**src/rtl/word_receiver.sv**
```systemverilog
// Serial-to-parallel word receiver: assembles WIDTH bits per word and hands
// each completed word to a registered valid/ready output with a sticky overrun flag.
module word_receiver #(
    parameter int WIDTH     = 8,
    parameter bit MSB_FIRST = 1'b1,
    localparam int CW       = $clog2(WIDTH)
) (
    input  logic             clk,
    input  logic             reset,
    input  logic             enable,
    input  logic             sample,
    input  logic             in,
    input  logic             out_ready,
    output logic [WIDTH-1:0] out_data,
    output logic             out_valid,
    output logic [CW-1:0]    bit_count,
    output logic             busy,
    output logic             overrun
);
    // state     | meaning
    // SH_IDLE   | no bits of the current word received (bit_count == 0)
    // SH_SHIFT  | partial word in progress (bit_count > 0)
    // OUT_EMPTY | output register free
    // OUT_FULL  | completed word held, waiting for out_ready
    typedef enum logic {SH_IDLE, SH_SHIFT} sh_state_t;
    typedef enum logic {OUT_EMPTY, OUT_FULL} out_state_t;

    sh_state_t        sh_state_q;
    out_state_t       out_state_q;
    logic [WIDTH-1:0] sr_q;
    logic [WIDTH-1:0] sr_d;
    logic [CW-1:0]    cnt_q;
    logic [CW-1:0]    cnt_d;
    logic [WIDTH-1:0] data_q;
    logic             ovr_q;
    logic             shift_en;
    logic             complete;

    // sr_d is also the finished word on a completing shift, current bit included.
    always_comb begin
        sr_d = {sr_q[WIDTH-2:0], in};
        if (!MSB_FIRST) begin
            sr_d = {in, sr_q[WIDTH-1:1]};
        end
    end

    assign cnt_d    = cnt_q + CW'(1);
    assign shift_en = enable && sample;
    assign complete = shift_en && (cnt_q == CW'(WIDTH - 1));

    always_ff @(posedge clk or posedge reset) begin
        if (reset) begin
            sh_state_q  <= SH_IDLE;
            out_state_q <= OUT_EMPTY;
            sr_q        <= '0;
            cnt_q       <= '0;
            data_q      <= '0;
            ovr_q       <= 1'b0;
        end else begin
            if (!enable) begin
                sr_q       <= '0;
                cnt_q      <= '0;
                sh_state_q <= SH_IDLE;
                ovr_q      <= 1'b0;
            end else if (sample) begin
                if (complete) begin
                    sr_q       <= '0;
                    cnt_q      <= '0;
                    sh_state_q <= SH_IDLE;
                end else begin
                    sr_q       <= sr_d;
                    cnt_q      <= cnt_d;
                    sh_state_q <= SH_SHIFT;
                end
            end

            case (out_state_q)
                OUT_EMPTY: begin
                    if (complete) begin
                        data_q      <= sr_d;
                        out_state_q <= OUT_FULL;
                    end
                end
                OUT_FULL: begin
                    if (complete) begin
                        if (out_ready) begin
                            data_q <= sr_d;
                        end else begin
                            ovr_q <= 1'b1;
                        end
                    end else if (out_ready) begin
                        out_state_q <= OUT_EMPTY;
                    end
                end
                default: out_state_q <= OUT_EMPTY;
            endcase
        end
    end

    assign out_data  = data_q;
    assign out_valid = (out_state_q == OUT_FULL);
    assign bit_count = cnt_q;
    assign busy      = (sh_state_q == SH_SHIFT);
    assign overrun   = ovr_q;

endmodule

```
**config.mk**
```make
export PLATFORM = sky130hd
export DESIGN_NAME = word_receiver
export DESIGN_NICKNAME = d
export VERILOG_FILES = /design/src/rtl/word_receiver.sv
export SDC_FILE = /design/constraint.sdc
export NUM_CORES = 1
export LEC_CHECK = 0
export CAP_MARGIN = 0
export CORE_MARGIN = 4
export CORE_UTILIZATION = 49
export DETAILED_ROUTE_END_ITERATION = 16
export HOLD_SLACK_MARGIN = 0.1
export PLACE_DENSITY = 0.77
export SLEW_MARGIN = 20
export SYNTH_ARGS = -nofsm -noshare
export SYNTH_HDL_FRONTEND = slang
export SYNTH_SLANG_ARGS = --single-unit
export TNS_END_PERCENT = 50
```
**constraint.sdc**
```tcl
create_clock -name clk -period 1.9 [get_ports clk]
set_clock_uncertainty 0.1 [all_clocks]
set_input_delay 0.19 -clock clk [delete_from_list [all_inputs] [get_ports clk]]
set_output_delay 0.19 -clock clk [all_outputs]
set_load 0.01 [all_outputs]
```
Word-level counts from Yosys, hierarchy flattened
Cells that the tools add are included.
Widths: inputs -> output; s select.
- register bits after elaboration: 21
- input port bits: 6
- add/subtract/negate cells: 1
- equal/unequal tests: 5
- multiplexer cells: 21
- bitwise operators: 1
- reductions and logical operators: 3
- operator list (kind ; count):
    $mux 8 ; 3
    $mux 7 ; 3
    $pmux 8 s2 ; 1
    $mux 1 ; 10
    $mux 3 ; 3
    $ne 2x1->1 const B ; 2
    $ne 2x2->1 const B ; 2
    $add 3x1->3 const B ; 1
    $eq 3x3->1 const B ; 1
    $reduce_and 3->1 ; 1
    $logic_and 1x1->1 ; 2
    $pmux 1 s2 ; 1
    $not 1->1 ; 1

Depth between registers and ports, before layout
Gate-level depths: netlist (run 1).
- depth in word-level cells: 5
- depth in mapped cells: 6
- depth with buffers taken out: 5

Worst setup path before layout (run 1)
Ideal clock, no wire load.
- kind: flip-flop to flip-flop
- start: register cnt_q[0] (netlist: bit_count[0])
- end: register data_q[0] (netlist: out_data[0])
- library setup time: 125 ps
- arrival: 1367 ps
- data required time: 1675 ps
- path slack: 307 ps
- stages on the path, launching flop included: 7
- buffers on the path: 1
- path through: dfrtp_1 ha_1 ha_1 nand3_2 nor2b_4 buf_6 mux2_4
- longest elaborated chain between the ends: 4
- elaborated cells between the ends (all ways): 5
- classes of those cells: eq/ne: 3; reduce/logical: 2
- RTL lines (item ; RTL line ; source):
    from (decl) ; 32 ; logic [CW-1:0] cnt_q;
    from (signal assigned) ; 72 ; cnt_q <= cnt_d;
    $eq 3x3->1 * ; 49 ; assign complete = shift_en && (cnt_q == CW'(WIDTH - 1));
    $logic_and 1x1->1 * ; 49 ;
    $ne 2x2->1 (no line) or $ne 2x1->1 (tied branches) ; - ;
    $reduce_and 3->1 (no line) * ; - ;
    to (signal assigned) ; 80 ; data_q <= sr_d;
    to (signal assigned) ; 87 ; data_q <= sr_d;
    to (decl) ; 34 ; logic [WIDTH-1:0] data_q;
Mark *: on every way between the ends. The rest lies on a longest branch, timed or not.
A chain may end at the register's enable or synchronous reset.

Worst setup path after layout (run 1)
- start: register cnt_q[0] (netlist: bit_count[0])
- end: register data_q[1] (netlist: out_data[1])
The elaborated chain is that of the path after synthesis.

==> results by group, run 1 <==
Clock tree
  – H-tree levels: 1
  – # Post-CTS Setup Buffers: 0
  – Clock buffer depth: 2
  – Post-cts gate resize count: 0
  – Clk_lat worst skew: 0.30 ns
  – CTS clock-pin slew for the worst setup and hold paths: 0.12 ns
  – Total CTS buffers: 3
  – CTS tree: built
  – Hold Buf Count CTS: 0
  – # clock sinks: 21
  – Root buffer cell: clkbuf_4

Place
  – Detailed Place HPWL: 1200 um
  – Gp weighted congestion: 0.675
  – Placed insts: 117
  – Pre-CTS WS: 0.200 ns
  – Port Buffers: 19

Die
  – # rows: 15
  – Die area: 2770 um^2
  – Initial Util: 54.2%
  – Core area: 1800 um^2
  – Die Y: 52.6 um
  – Die width: 52.6 um
  – Ports: 20

Worst setup path
  – Worst-path maximum fanout: 8
  – Crit path to: out_data[1]
  – R2R Setup Slk: 0.18 ns
  – CP startpoint kind: flip-flop
  – Worst R2R End: out_data[1]
  – FF-to-FF path depth: 5
  – CP startpoint: bit_count[0]
  – Worst Setup End Kind: flip-flop
  – Reg-to-Reg Start: bit_count[0]
  – WP data required: 2.00 ns
  – WP data arrival: 1.83 ns
  – Kind of critical path: flip-flop to flip-flop

STA
  – RSZ-0062 raised after global routing: false
  – Pins Over Slew Limit: 0
  – F_max: 0.581 GHz
  – Minimum clock period: 1.72 ns
  – Final hold vios: 0
  – Setup violators final: 0
  – Worst slew margin: 77.2%
  – Worst-margin pin slew: 0.341 ns
  – Crit share post-route: 90.6%
  – Post-layout worst setup margin: 0.178 ns
  – Fin Setup TNS: 0 ns

Final layout
  – Non-Filler Instances: 121
  – Fill cells: 151
  – Fraction of layout cells with a size suffix above 1: 19.8%
  – Area growth, synth to finish: 25.9%
  – ANT cells: 0
  – Nets@finish: 105

Global routing
  – Largest net degree at the start of global routing: 22
  – Vias in the first global route: 672
  – Antenna violations before repair: 0
  – Total track usage: 15.7%
  – Total gr overflow: 0
  – First-pass GRT wire length: 3040 um

Synth
  – Seq cells post-synth: 21
  – Syn_area_per_cell: 13.2 um^2
  – YS warnings: 0
  – Post-synthesis sequential area ratio: 53.8%
  – Synthesized Nets: 82
  – Cell Area, Synth: 976 um^2
  – Synth unique cells: 19
  – Post-synthesis cell count: 74

Drt
  – Post-route ant nets: 0
  – Vias: 616
  – WL per Instance: 13.9 um
  – Routed wire length: 1680 um
  – DR pass1 iterations: 3
  – DRC: 0
  – Vias/cell: 5.09
  – Initial DRC Count: 4

Outcome
  – Status: complete, no violations

Min path
  – HP Class: primary input to asynchronous set/reset pin

Flow run
  – Max-Cap Viols: 0

Power and ir drop
  – PnR Total Power: 0.000748 W
  – Worst VDD drop: 0.000417 V
  – PD cells: 609 nW/um^2
  – Lkg Pwr: 0.554 nW
## worst min path at each step
stage,to,slack (ns),depth (start not counted),from
6_report,out_data[3],0.12,3,reset
5_1_grt,out_data[4],0.11,3,reset
4_1_cts,out_data[4],0.12,3,reset
3_5_place_dp,overrun,0.38,1,overrun
3_3_place_gp,overrun,0.38,1,overrun
2_1_floorplan,bit_count[0],0.07,1,reset
## critical path: stages (launching register included)
cell and delay, ns:
dfrtp_1 0.41, ha_1 0.17, ha_1 0.17, nand3_2 0.10
nor2b_4 0.32, mux2_4 0.34
## cell usage after synthesis (all sizes together)
cell type | count | share of area (%)
a21boi | 8 | 6.2
buf | 3 | 2.2
clkbuf | 2 | 0.77
dfrtp | 21 | 54
ha | 2 | 2.6
inv | 1 | 0.38
mux2 | 8 | 12
mux2i | 2 | 2.1
nand2 | 2 | 0.77
nand2b | 9 | 6.5
nand3 | 1 | 1.0
nand3b | 8 | 6.2
nor2 | 2 | 0.77
nor2b | 3 | 2.7
o211a | 1 | 1.0
o21a | 1 | 0.77
## cell families after synthesis
logic type / Yosys count / share of synthesized area [%]
DFF: 21 / 53.8
adders and majority gates: 2 / 2.56
AOI/OAI and AO/OA: 10 / 7.95
muxes: 10 / 14.4
and+or+nand+nor: 25 / 17.9
buffers and inverters: 6 / 3.33
## state kept, by name (all words and copies together), names as in the netlist
register / count
out_valid: 1
out_data: 8
overrun: 1
sr_q: 7
busy: 1
bit_count: 3
## routing by layer
metal  global-route usage (%)  part of all wire [%]  up-vias
met3                     3.99                   5.4        4
li1                         -                     -      296
met5                        0                     0        -
met1                     17.6                    43      301
met2                     26.7                    49       15
met4                     8.94                   2.6        0
## metrics by stage
stage	hold WS [ns]	utilization, %	area [um^2]
final	0.119	68.2	1230
after global placement	0.380	66.5	1200
after CTS	0.118	68.2	1230
after global routing	0.105	68.2	1230
after floorplan	0.0665	-	976
after detailed placement	0.384	66.5	1200
## where the power goes
group           total, W  leakage, nW  internal, W  switching (W)
Clock           0.000221       0.0139    0.0000802       0.000141
Combinational  0.0000663        0.251    0.0000364      0.0000299
Sequential      0.000461        0.290     0.000454     0.00000622
Total           0.000748        0.554     0.000571       0.000177
## cell usage in the layout, fill, tap and decap left out
cell type | Yosys | final
nor2b_1 | 2 | 2
clkinvlp_4 | 0 | 1
mux2_4 | 8 | 8
nor2_1 | 2 | 2
nand3_2 | 1 | 1
nand2_1 | 2 | 2
ha_1 | 2 | 2
dfrtp_1 | 21 | 21
o21a_1 | 1 | 1
nor2b_4 | 1 | 1
o211a_1 | 1 | 1
clkbuf_4 | 0 | 3
nand2b_4 | 1 | 1
clkdlybuf4s50_1 | 0 | 19
buf_4 | 0 | 4
mux2i_1 | 2 | 2
nand2b_1 | 8 | 8
nand3b_1 | 8 | 8
inv_1 | 1 | 1
a21boi_0 | 8 | 8
## cell type report
cell class                 instances  area, um^2  area share (%)
multi-input combinational         47         418            34.0
timing repair buffer              23         220            17.9
tap                               25        31.3            2.55
clock buffer                       3        22.5            1.83
inverter                           1        3.75           0.305
clock inverter                     1        7.51           0.611
sequential                        21         526            42.8
Power figures use the tool's default switching activity.
==> inputs of run 2 (changes only) <==
--- a/config.mk
+++ b/config.mk
@@ -11,6 +11,7 @@
 export DETAILED_ROUTE_END_ITERATION = 16
 export HOLD_SLACK_MARGIN = 0.1
 export PLACE_DENSITY = 0.77
+export RECOVER_POWER = 50
 export SLEW_MARGIN = 20
 export SYNTH_ARGS = -nofsm -noshare
 export SYNTH_HDL_FRONTEND = slang
==> run 2 against run 1 <==
Effect of this change: wire length rose by 0.83%; clock-buffer cell count did not move; total power fell by 0.24%; clock power barely moved; critical path type unchanged.
==> results by group, run 2 (same netlist as run 1, synthesis figures left out) <==
STA
  – Post-layout worst setup margin: 0.177 ns (-0.00102 ns)
  – Fin Setup TNS: 0 ns (unchanged)
  – Minimum clock period: 1.72 ns (+0.00102 ns)
  – Setup violators final: 0 (unchanged)
  – RSZ-0062 raised after global routing: false
  – Worst-margin pin slew: 1.12 ns (+0.776 ns)
  – Pins Over Slew Limit: 0 (unchanged)
  – F_max: 0.581 GHz (about the same)
  – Final hold vios: 0 (unchanged)
  – Crit share post-route: 90.7% (about the same)
  – Worst slew margin: 25.6% (-52 points)

Power and ir drop
  – Switch Pwr: 0.000177 W (-0.21%)
  – Share of total power in the clock network: 29.6% (about the same)
  – Combinational share of power: 8.7% (-0.2 points)
  – PD cells: 611 nW/um^2 (+0.38%)
  – Worst VDD drop: 0.000416 V (-0.28%)
  – Sequential power share: 61.7% (about the same)
  – Switching Share: 23.7% (about the same)
  – Cell internal pwr: 0.000570 W (-0.25%)
  – Lkg Pwr: 0.561 nW (+1.2%)

Final layout
  – Fraction of layout cells with a size suffix above 1: 17.7% (-2.1 points)
  – Commonest non-fill, non-tap cell in the layout: dfrtp_1
  – Area growth, synth to finish: 25.1%
  – Sequential cell area: 526 um^2 (unchanged)
  – Commonest cells after routing, fill and taps aside: dfrtp_1 (21), clkdlybuf4s50_1 (14)
  – Fill cells: 155 (+2.6%)
  – Layout Utilization: 67.8% (-0.42 points)
  – ANT cells: 0 (unchanged)
  – Number of flip-flops in the largest register: 8 (unchanged)
  – Multi-input gate area: 418 um^2 (unchanged)
  – Nets@finish: 105 (unchanged)

Drt
  – Max Used Layer: met4
  – Routed wire length: 1690 um (+0.83%)
  – Initial DRC Count: 2 (-2)
  – Sum of routed wire segments on met1: 728 um (+1.4%)
  – DRC: 0 (unchanged)
  – Post-route ant nets: 0 (unchanged)
  – Vias/cell: 5.03 (-1.1%)
  – Vias: 609 (-1.1%)
  – Met3 Wirelength: 90 um (unchanged)
  – DR pass1 iterations: 2 (-1)
  – WL per Instance: 14.0 um (+0.83%)
  – Routed wl met2: 830 um (+0.48%)

Die
  – Initial Util: 54.2% (unchanged)
  – Die width: 52.6 um (unchanged)
  – Die area: 2770 um^2 (unchanged)
  – # rows: 15 (unchanged)
  – Ports: 20 (unchanged)
  – Core area: 1800 um^2 (unchanged)
  – Die Y: 52.6 um (unchanged)

Worst setup path
  – CP startpoint: bit_count[0]
  – Reg-to-Reg Start: bit_count[0]
  – Worst-path maximum fanout: 8 (unchanged)
  – Worst Setup End Kind: flip-flop
  – WP data required: 2.00 ns (about the same)
  – WP data arrival: 1.83 ns (about the same)
  – CP startpoint kind: flip-flop
  – Kind of critical path: flip-flop to flip-flop

Place
  – Pre-CTS WS: 0.200 ns (unchanged)
  – Detailed Place HPWL: 1200 um (unchanged)
  – Port Buffers: 19 (unchanged)
  – Gp weighted congestion: 0.675 (unchanged)

Min path
  – Hold_sp: in
  – HP Class: primary input to flip-flop

Global routing
  – First-pass GRT wire length: 3040 um (unchanged)
  – Antenna violations before repair: 0 (unchanged)
  – Largest net degree at the start of global routing: 22 (unchanged)
  – Total gr overflow: 0 (unchanged)
  – Vias in the first global route: 672 (unchanged)
  – Total track usage: 15.7% (unchanged)

Flow run
  – Max-Cap Viols: 0 (unchanged)

Clock tree
  – CTS clock-pin slew for the worst setup and hold paths: 0.12 ns (about the same)
  – Clock buffer depth: 2 (unchanged)
  – Total CTS buffers: 3 (unchanged)
  – Clk_lat worst skew: 0.30 ns (about the same)
  – CTS tree: built
  – Post-cts gate resize count: 0 (unchanged)
  – Root buffer cell: clkbuf_4
  – # clock sinks: 21 (unchanged)
  – Hold Buf Count CTS: 0 (unchanged)
  – # Post-CTS Setup Buffers: 0 (unchanged)
  – H-tree levels: 1 (unchanged)

Outcome
  – Status: complete, no violations
==> run 2: changes by cell type in the layout (fill, tap and decap cells not counted), sizes merged <==
| cell | before | now |
|---|---|---|
| buf | 4 | 2 |
| clkdlybuf4s50 | 19 | 14 |
| clkbuf | 3 | 5 |
| dlygate4sd3 | 0 | 5 |
==> run 2: final cells by class <==
cell class	instances	area share, %
well taps	25	2.56
repair buffers	23	17.4
inverters	1	0.307
clock inverters	1	0.615
multi-input cells	47	34.2
clock buffers	3	1.84
flip-flops and latches	21	43.0
==> run 2: critical path, cell delays in order (launching register included) <==
cell	delay [ns]
dfrtp_1	0.41
ha_1	0.18
ha_1	0.17
nand3_2	0.10
nor2b_4	0.32
mux2_4	0.34
==> run 2: path summary, 6_finish.rpt <==
path	cells past startpoint	slack, ns	endpoint
worst min-delay path	3	0.40	sr_q[0]
worst max-delay path	5	0.18	out_data[1]
worst min register to register	1	0.40	overrun
min in group asynchronous	3	0.57	sr_q[4]
max in group asynchronous	3	0.47	overrun
worst max register to register	5	0.18	out_data[1]
==> run 2: routing by layer <==
metal / vias to the layer above / GRT usage (%)
met5: - / 0
met4: 0 / 8.94
met3: 4 / 3.99
met2: 15 / 26.7
met1: 295 / 17.6
li1: 295 / -
==> run 2: power groups by stage <==
stage          Combinational, W  Sequential, W  Clock (W)
6_report              0.0000648       0.000461   0.000221
5_1_grt               0.0000729       0.000463   0.000258
4_1_cts               0.0000681       0.000461   0.000231
3_5_place_dp          0.0000679       0.000469          0
3_3_place_gp          0.0000674       0.000469          0
2_1_floorplan         0.0000323       0.000471          0
==> run 2: through the flow <==
step | hold slack, ns | area, um^2 | cells | total power [W]
after floorplan | 0.0665 | 976 | 74 | 0.000503
after global placement | 0.380 | 1200 | 117 | 0.000536
after detailed placement | 0.384 | 1200 | 117 | 0.000537
after CTS | 0.118 | 1230 | 121 | 0.000760
after global routing | 0.403 | 1220 | 121 | 0.000794
final | 0.397 | 1220 | 121 | 0.000746
==> inputs of run 3 (changes only) <==
--- a/config.mk
+++ b/config.mk
@@ -8,6 +8,7 @@
 export CAP_MARGIN = 0
 export CORE_MARGIN = 4
 export CORE_UTILIZATION = 49
+export CTS_BUF_LIST = sky130_fd_sc_hd__clkbuf_4 sky130_fd_sc_hd__clkbuf_8 sky130_fd_sc_hd__clkbuf_16
 export DETAILED_ROUTE_END_ITERATION = 16
 export HOLD_SLACK_MARGIN = 0.1
 export PLACE_DENSITY = 0.77
==> results of run 3 <==
Same layout as run 2: the final DEF is identical, and so are final timing and power.
